File: src/rtl/imem_load_ctrl.sv
// Boot loader: streams program words into instruction memory, then releases the core.
// Define IMEM_LOAD_CHECKSUM_EN to add a word-XOR checksum check before run.
module imem_load_ctrl #(
    parameter int              XLEN      = 32,
    parameter int              DEPTH     = 256,
    parameter logic [XLEN-1:0] BASE_ADDR = '0,
    localparam int             CNT_W     = $clog2(DEPTH) + 1
) (
    input  logic             clk,
    input  logic             rst,
    input  logic             start_i,
    input  logic [CNT_W-1:0] word_count_i,
`ifdef IMEM_LOAD_CHECKSUM_EN
    input  logic [XLEN-1:0]  checksum_i,
`endif
    input  logic             s_valid_i,
    input  logic [XLEN-1:0]  s_data_i,
    output logic             s_ready_o,
    input  logic [XLEN-1:0]  core_pc_i,
    output logic [XLEN-1:0]  imem_addr_o,
    output logic             imem_we_o,
    output logic [XLEN-1:0]  imem_wdata_o,
    output logic             core_rst_o,
    output logic             busy_o,
    output logic             done_o,
    output logic             err_o
);

    typedef enum logic [1:0] {IDLE, LOAD, CHECK, RUN} state_t;

    state_t           state_q, state_d;
    logic [CNT_W-1:0] idx_q, cnt_q;
    logic             err_q, core_rst_q, done_q, s_ready_q;
    logic             hs, last_word, start_seen, count_ok;

`ifdef IMEM_LOAD_CHECKSUM_EN
    logic [XLEN-1:0]  acc_q, chk_q;
    logic             sum_ok;

    assign sum_ok = (acc_q == chk_q);
`endif

    assign hs         = s_valid_i & s_ready_q;
    assign last_word  = hs && (idx_q == cnt_q - CNT_W'(1));
    assign start_seen = start_i && (state_q == IDLE || state_q == RUN);
    assign count_ok   = (word_count_i != '0)
                     && (word_count_i <= CNT_W'(DEPTH));

    // Handshake-facing outputs are registered from the next state.
    always_ff @(posedge clk or posedge rst) begin
        if (rst) begin
            state_q    <= IDLE;
            idx_q      <= '0;
            cnt_q      <= '0;
            err_q      <= 1'b0;
            core_rst_q <= 1'b1;
            done_q     <= 1'b0;
            s_ready_q  <= 1'b0;
`ifdef IMEM_LOAD_CHECKSUM_EN
            acc_q      <= '0;
            chk_q      <= '0;
`endif
        end else begin
            state_q    <= state_d;
            s_ready_q  <= (state_d == LOAD);
            core_rst_q <= (state_d != RUN);
            done_q     <= (state_d == RUN);
            if (start_seen) begin
                if (count_ok) begin
                    cnt_q <= word_count_i;
                    idx_q <= '0;
                    err_q <= 1'b0;
`ifdef IMEM_LOAD_CHECKSUM_EN
                    acc_q <= '0;
                    chk_q <= checksum_i;
`endif
                end else begin
                    err_q <= 1'b1;
                end
            end
            if (hs) begin
                idx_q <= idx_q + CNT_W'(1);
`ifdef IMEM_LOAD_CHECKSUM_EN
                acc_q <= acc_q ^ s_data_i;
`endif
            end
`ifdef IMEM_LOAD_CHECKSUM_EN
            if (state_q == CHECK && !sum_ok) err_q <= 1'b1;
`endif
        end
    end

    always_comb begin
        state_d = state_q;
        unique case (state_q)
            IDLE: if (start_seen && count_ok) state_d = LOAD;
            LOAD: begin
                if (last_word) begin
`ifdef IMEM_LOAD_CHECKSUM_EN
                    state_d = CHECK;
`else
                    state_d = RUN;
`endif
                end
            end
`ifdef IMEM_LOAD_CHECKSUM_EN
            CHECK: state_d = sum_ok ? RUN : IDLE;
`endif
            RUN:  if (start_seen && count_ok) state_d = LOAD;
            default: state_d = IDLE;
        endcase
    end

    // Loader owns the address port only on handshake cycles.
    always_comb begin
        imem_we_o    = hs;
        imem_wdata_o = s_data_i;
        imem_addr_o  = core_pc_i;
        if (hs) imem_addr_o = BASE_ADDR + (XLEN'(idx_q) << 2);
        busy_o       = (state_q == LOAD) || (state_q == CHECK);
        s_ready_o    = s_ready_q;
        core_rst_o   = core_rst_q;
        done_o       = done_q;
        err_o        = err_q;
    end

endmodule

File: config.mk
export PLATFORM = sky130hd
export DESIGN_NAME = imem_load_ctrl
export DESIGN_NICKNAME = d
export VERILOG_FILES = /design/src/rtl/imem_load_ctrl.sv
export SDC_FILE = /design/constraint.sdc
export NUM_CORES = 1
export LEC_CHECK = 0
export ABC_AREA = 1
export CORE_MARGIN = 2
export CORE_UTILIZATION = 38
export DETAILED_ROUTE_END_ITERATION = 12
export GPL_ROUTABILITY_DRIVEN = 0
export PLACE_DENSITY = 0.88
export SLEW_MARGIN = 20
export SYNTH_ARGS = -nofsm -noshare
export SYNTH_HDL_FRONTEND = slang
export SYNTH_SLANG_ARGS = --single-unit
File: constraint.sdc
create_clock -name clk -period 3.1 [get_ports clk]
set_input_delay 0.775 -clock clk [delete_from_list [all_inputs] [get_ports clk]]
set_output_delay 0.775 -clock clk [all_outputs]
set_load 0.02 [all_outputs]
# Word level (Yosys, flattened, before mapping)
# Index checks and enable logic that the tools add are counted.
# op_classes
add_sub_neg	2
n_mul	0
n_div	0
n_lt_le_gt_ge	1
n_eq_ne	7
shifts	0
muxes	8
n_bitwise	1
n_reduce_logical	13
# op_table
op	count
32-bit two-way mux	1
9-bit two-way mux	3
9-bit by 1-bit adder with 9-bit output, second input constant	1
9-bit == test	1
9-bit <= comparator, second input constant	1
9-bit nonzero test	1
9-bit by 1-bit subtractor with 9-bit output, second input constant	1
2-bit == test, second input constant	3
2-bit by 1-bit == test with 1-bit output, second input constant	2
1-bit logical AND	4
2-bit two-way mux	2
2-bit one-hot mux with 2 select lines	1
2-bit AND reduction	2
2-bit nonzero test	2
2-bit logical NOT	1
1-bit logical OR	2
2-bit != test, second input constant	1
2-bit OR reduction	1
1-bit AND	1
1-bit two-way mux	1
# word_totals
register_bits	24
latch_bits	0
ram_bits	0
rom_bits	0
in_bits	77
output_inout_bits	70
word_cells	39
n_memories	0

# Longest topological paths before layout
# logic_depth
word_depth	7
depth_mapped	13
ltp_nobuf	13

# Least setup slack after synthesis
# OpenSTA, ideal clock, no wires.
# synth_path
kind	input -> output
start	input s_valid_i
end	output imem_addr_o[22]
arrival_ns	1.672
required_time_ns	2.325
path_slack_ns	0.653
cell_stages	5
n_path_buf	2
cell_sequence	nand2_1 -> inv_1 -> buf_2 -> buf_2 -> nor2_1
# synth_via
elab_chain_len	2
# synth_rtl
item	line_no	text
start: declaration	16	input logic s_valid_i,
1-bit AND	43	assign hs = s_valid_i & s_ready_q;
named net imem_we_o	21	output logic imem_we_o,
32-bit two-way mux	119	if (hs) imem_addr_o = BASE_ADDR + (XLEN'(idx_q) << 2);
end: declaration	20	output logic [XLEN-1:0] imem_addr_o,
# The timed path passes the listed nets, and every way through them passes these cells.

# Worst setup path in the final report
# layout_path
start	input s_valid_i
end	output imem_addr_o[24]
# layout_via
elab_chain_len	2
# layout_rtl
item	line_no
1-bit AND	43
32-bit two-way mux	119
# Every way passes these cells.

==> summary.txt <==
placed cell area - 2690 sq um
Routed Antenna Nets - 0
number of I/O port buffers - 82
number of fillers in the final layout - 484
sequential area share after synthesis - 0.300
insertion delay to the later sink of the worst-skew pair - 0.27 ns
data required time of the worst path - 2.32 ns
starting density of the core - 0.393
postcts setup bufs - 0
diodes inserted - 0
highest ir drop seen on vdd - 0.000418 V
leading cell types by total area after synthesis - sky130_fd_sc_hd__dfrtp_1 (29%), sky130_fd_sc_hd__buf_4 (12%), sky130_fd_sc_hd__nand2_1 (11%)
setup-violating endpoint count in the final report - 0
number of H-tree levels - 1
Clock Skew - 0.00811 ns
number of nets in the layout - 427
library cell occupying the most area in the post-synthesis netlist - sky130_fd_sc_hd__dfrtp_1
count of state elements after synthesis - 24
number of buffers on the longest clock path - 2
cell with the biggest individual delay on the critical path - sky130_fd_sc_hd__clkdlybuf4s50_1
transition time at the pin with the least slew margin - 0.924 ns
number of nets in the synthesized netlist - 373
most repeated library cell on the critical path - sky130_fd_sc_hd__clkdlybuf4s50_1
register clock-pin slew on the reported worst setup and hold paths - 0.09 ns
chip height - 76.7 microns
Layout area overhead - 40.2%
total of warnings raised by yosys - 0
number of maximum-capacitance constraint violations - 0
Detail Placement HPWL - 4.10 mm
number of endpoints with negative hold slack in the final report - 0
async set or reset register ratio after synthesis - 1.00
result of the run - finished, final reports clean
average detailed-routed wire length per instance - 12.5 microns
Peak Freq - 0.323 GHz
Total Die Area - 5880 sq um
clock tree from TritonCTS - built
number of buffers and inverters on the critical path - 4
number of global-route vias before repair - 1835
top cells by instance count after synthesis - sky130_fd_sc_hd__nand2_1 (58), sky130_fd_sc_hd__inv_1 (51), sky130_fd_sc_hd__nor2_1 (46)
number of sinks handled by clock tree synthesis - 24
fin crit share - 0.998
total power of the final layout - 1.93 mW
Unique masters post-synth - 35
clock period minus worst slack - 3.10 ns
total negative slack - 0 ns
static leakage - 1.70 nW
number of flops mapped to enable cells by yosys - 0
global-route usage over all layers - 0.176
area share of the leading cell type in the synthesized netlist - 0.287
drt total wl - 5.20 mm
type of the most critical hold path - reg -> reg
boundary pin count - 147
Worst setup EP type - output port
width of the die - 76.7 microns
core region area - 5110 sq um
first-pass GRT wire length - 8.58 mm
ordered list of cells on the worst path - clkdlybuf4s50_1 > nand2_1 > inv_1 > buf_12 > nor2_1 > clkdlybuf4s50_1
layout cell share with drive strength beyond 1 - 0.0870
worst rel slew slack - 0.383
Arrival @ worst endpoint - 2.32 ns
GRT overflow - 0
row cnt - 26
longest individual stage delay on the worst path - 0.65 ns
max-slew violation count - 0
total standard cell area after synthesis - 2010 sq um
largest net degree at the start of global routing - 25
top_reg_cell synth - sky130_fd_sc_hd__dfrtp_1
number of buffers added by the clock tree synthesis step - 3
number of instances in the synthesized netlist - 292
type of origin of the critical path - primary input
antenna violations before repair - 0
first-pass iteration count of the detailed router - 4
Via Count - 1886
library cell with the highest instance count after synthesis - sky130_fd_sc_hd__nand2_1
power density over the cells - 685 nW/um^2
post-route cell area - 2810 sq um
clock root cell - sky130_fd_sc_hd__clkbuf_8
worst-path fanout max - 24
worst hold margin - 0.516 ns
family with the most delay on the worst path - buffers and inverters
post-synthesis average cell area - 6.87 sq um
initial drt markers - 103
Post-route DRC - 0
worst setup margin - 0.00490 ns
Placement Setup Slack - 0.00595 ns
post-detailed-route via-to-cell ratio - 4.54
category of the most critical setup path - in -> out
[placed cells by master (no fill, tap or decap), types with 2 or more instances in the layout]
cell type	synthesis	layout
sky130_fd_sc_hd__nor2_2	2	2
sky130_fd_sc_hd__nand2_2	2	2
sky130_fd_sc_hd__dfrtp_1	23	23
sky130_fd_sc_hd__o21ai_0	11	11
sky130_fd_sc_hd__ha_1	4	4
sky130_fd_sc_hd__buf_4	32	5
sky130_fd_sc_hd__dlymetal6s2s_1	0	29
sky130_fd_sc_hd__xor2_1	4	4
sky130_fd_sc_hd__nand2_1	58	58
sky130_fd_sc_hd__a21oi_1	6	6
sky130_fd_sc_hd__nand3_1	16	16
sky130_fd_sc_hd__o21ai_2	7	7
sky130_fd_sc_hd__o22ai_1	2	2
sky130_fd_sc_hd__clkbuf_8	0	3
sky130_fd_sc_hd__o32ai_1	3	3
sky130_fd_sc_hd__o21ai_1	4	4
sky130_fd_sc_hd__clkdlybuf4s50_1	0	53
sky130_fd_sc_hd__inv_1	51	51
sky130_fd_sc_hd__nor2_1	46	46
[power by group]
| group | switching, mW | internal, mW | leakage [nW] |
|---|---|---|---|
| combinational | 0.631 | 0.507 | 1.38 |
| clock | 0.0994 | 0.0920 | 0.0228 |
| sequential | 0.146 | 0.451 | 0.295 |
[registers in the layout (all words and copies together) (netlist names)]
register and flops:
state_q 2, err_o 1, idx_q 9, s_ready_o 1, done_o 1, cnt_q 9, core_rst_o 1
[final cells by class]
| class | instances | area (sq um) | share of cell area |
|---|---|---|---|
| Clock buffer | 4 | 45.0 | 0.0160 |
| Inverter | 53 | 204 | 0.0725 |
| Multi-Input combinational cell | 176 | 922 | 0.328 |
| Tap cell | 70 | 87.6 | 0.0312 |
| Timing Repair Buffer | 88 | 951 | 0.338 |
| Sequential cell | 24 | 602 | 0.214 |
[worst min-delay path: stages, from the launching register on]
cell                      delay (ns)
sky130_fd_sc_hd__dfrtp_1        0.37
sky130_fd_sc_hd__nand2_1        0.06
sky130_fd_sc_hd__o21ai_0        0.06
[through the flow]
step | cells | utilization
2_1_floorplan | 292 | -
3_3_place_gp | 411 | 0.527
3_5_place_dp | 411 | 0.527
4_1_cts | 415 | 0.536
5_1_grt | 415 | 0.550
6_report | 415 | 0.550
[kinds of logic after synthesis]
kind of cell,count (synthesis),share of synthesized area
buffers and inverters,92,0.240
AO/OA/AOI/OAI,37,0.127
XOR/XNOR,6,0.0331
AND/OR/NAND/NOR,129,0.275
adder cells (fa/ha/maj),4,0.0250
flip-flops,24,0.300
[metal layers]
layer,up-vias,share of wire,global-route usage,wire (microns)
met2,50,0.52,0.313,2690
li1,966,-,-,-
met4,0,0.016,0.0455,82
met1,861,0.41,0.224,2150
met5,-,0,0,0
met3,9,0.053,0.0247,277
[path summary, 6_finish.rpt]
| kind | start | end | slack [ns] | cells past startpoint |
|---|---|---|---|---|
| max reg2reg | cnt_q[0] | state_q[1] | 1.32 | 12 |
| max in group asynchronous | rst | idx_q[0] | 1.53 | 2 |
| min reg2reg | cnt_q[8] | cnt_q[8] | 0.52 | 2 |
| min | cnt_q[8] | cnt_q[8] | 0.52 | 2 |
| min in group asynchronous | rst | state_q[0] | 1.00 | 2 |
| max | s_valid_i | imem_addr_o[24] | 0.005 | 6 |
[repair_timing]
action                     in CTS  in global routing
setup endpoints to repair       0                 29
gates resized for setup         0                 29
hold buffers                    0                  0
Note: power is estimated with default switching activity, not from simulation.
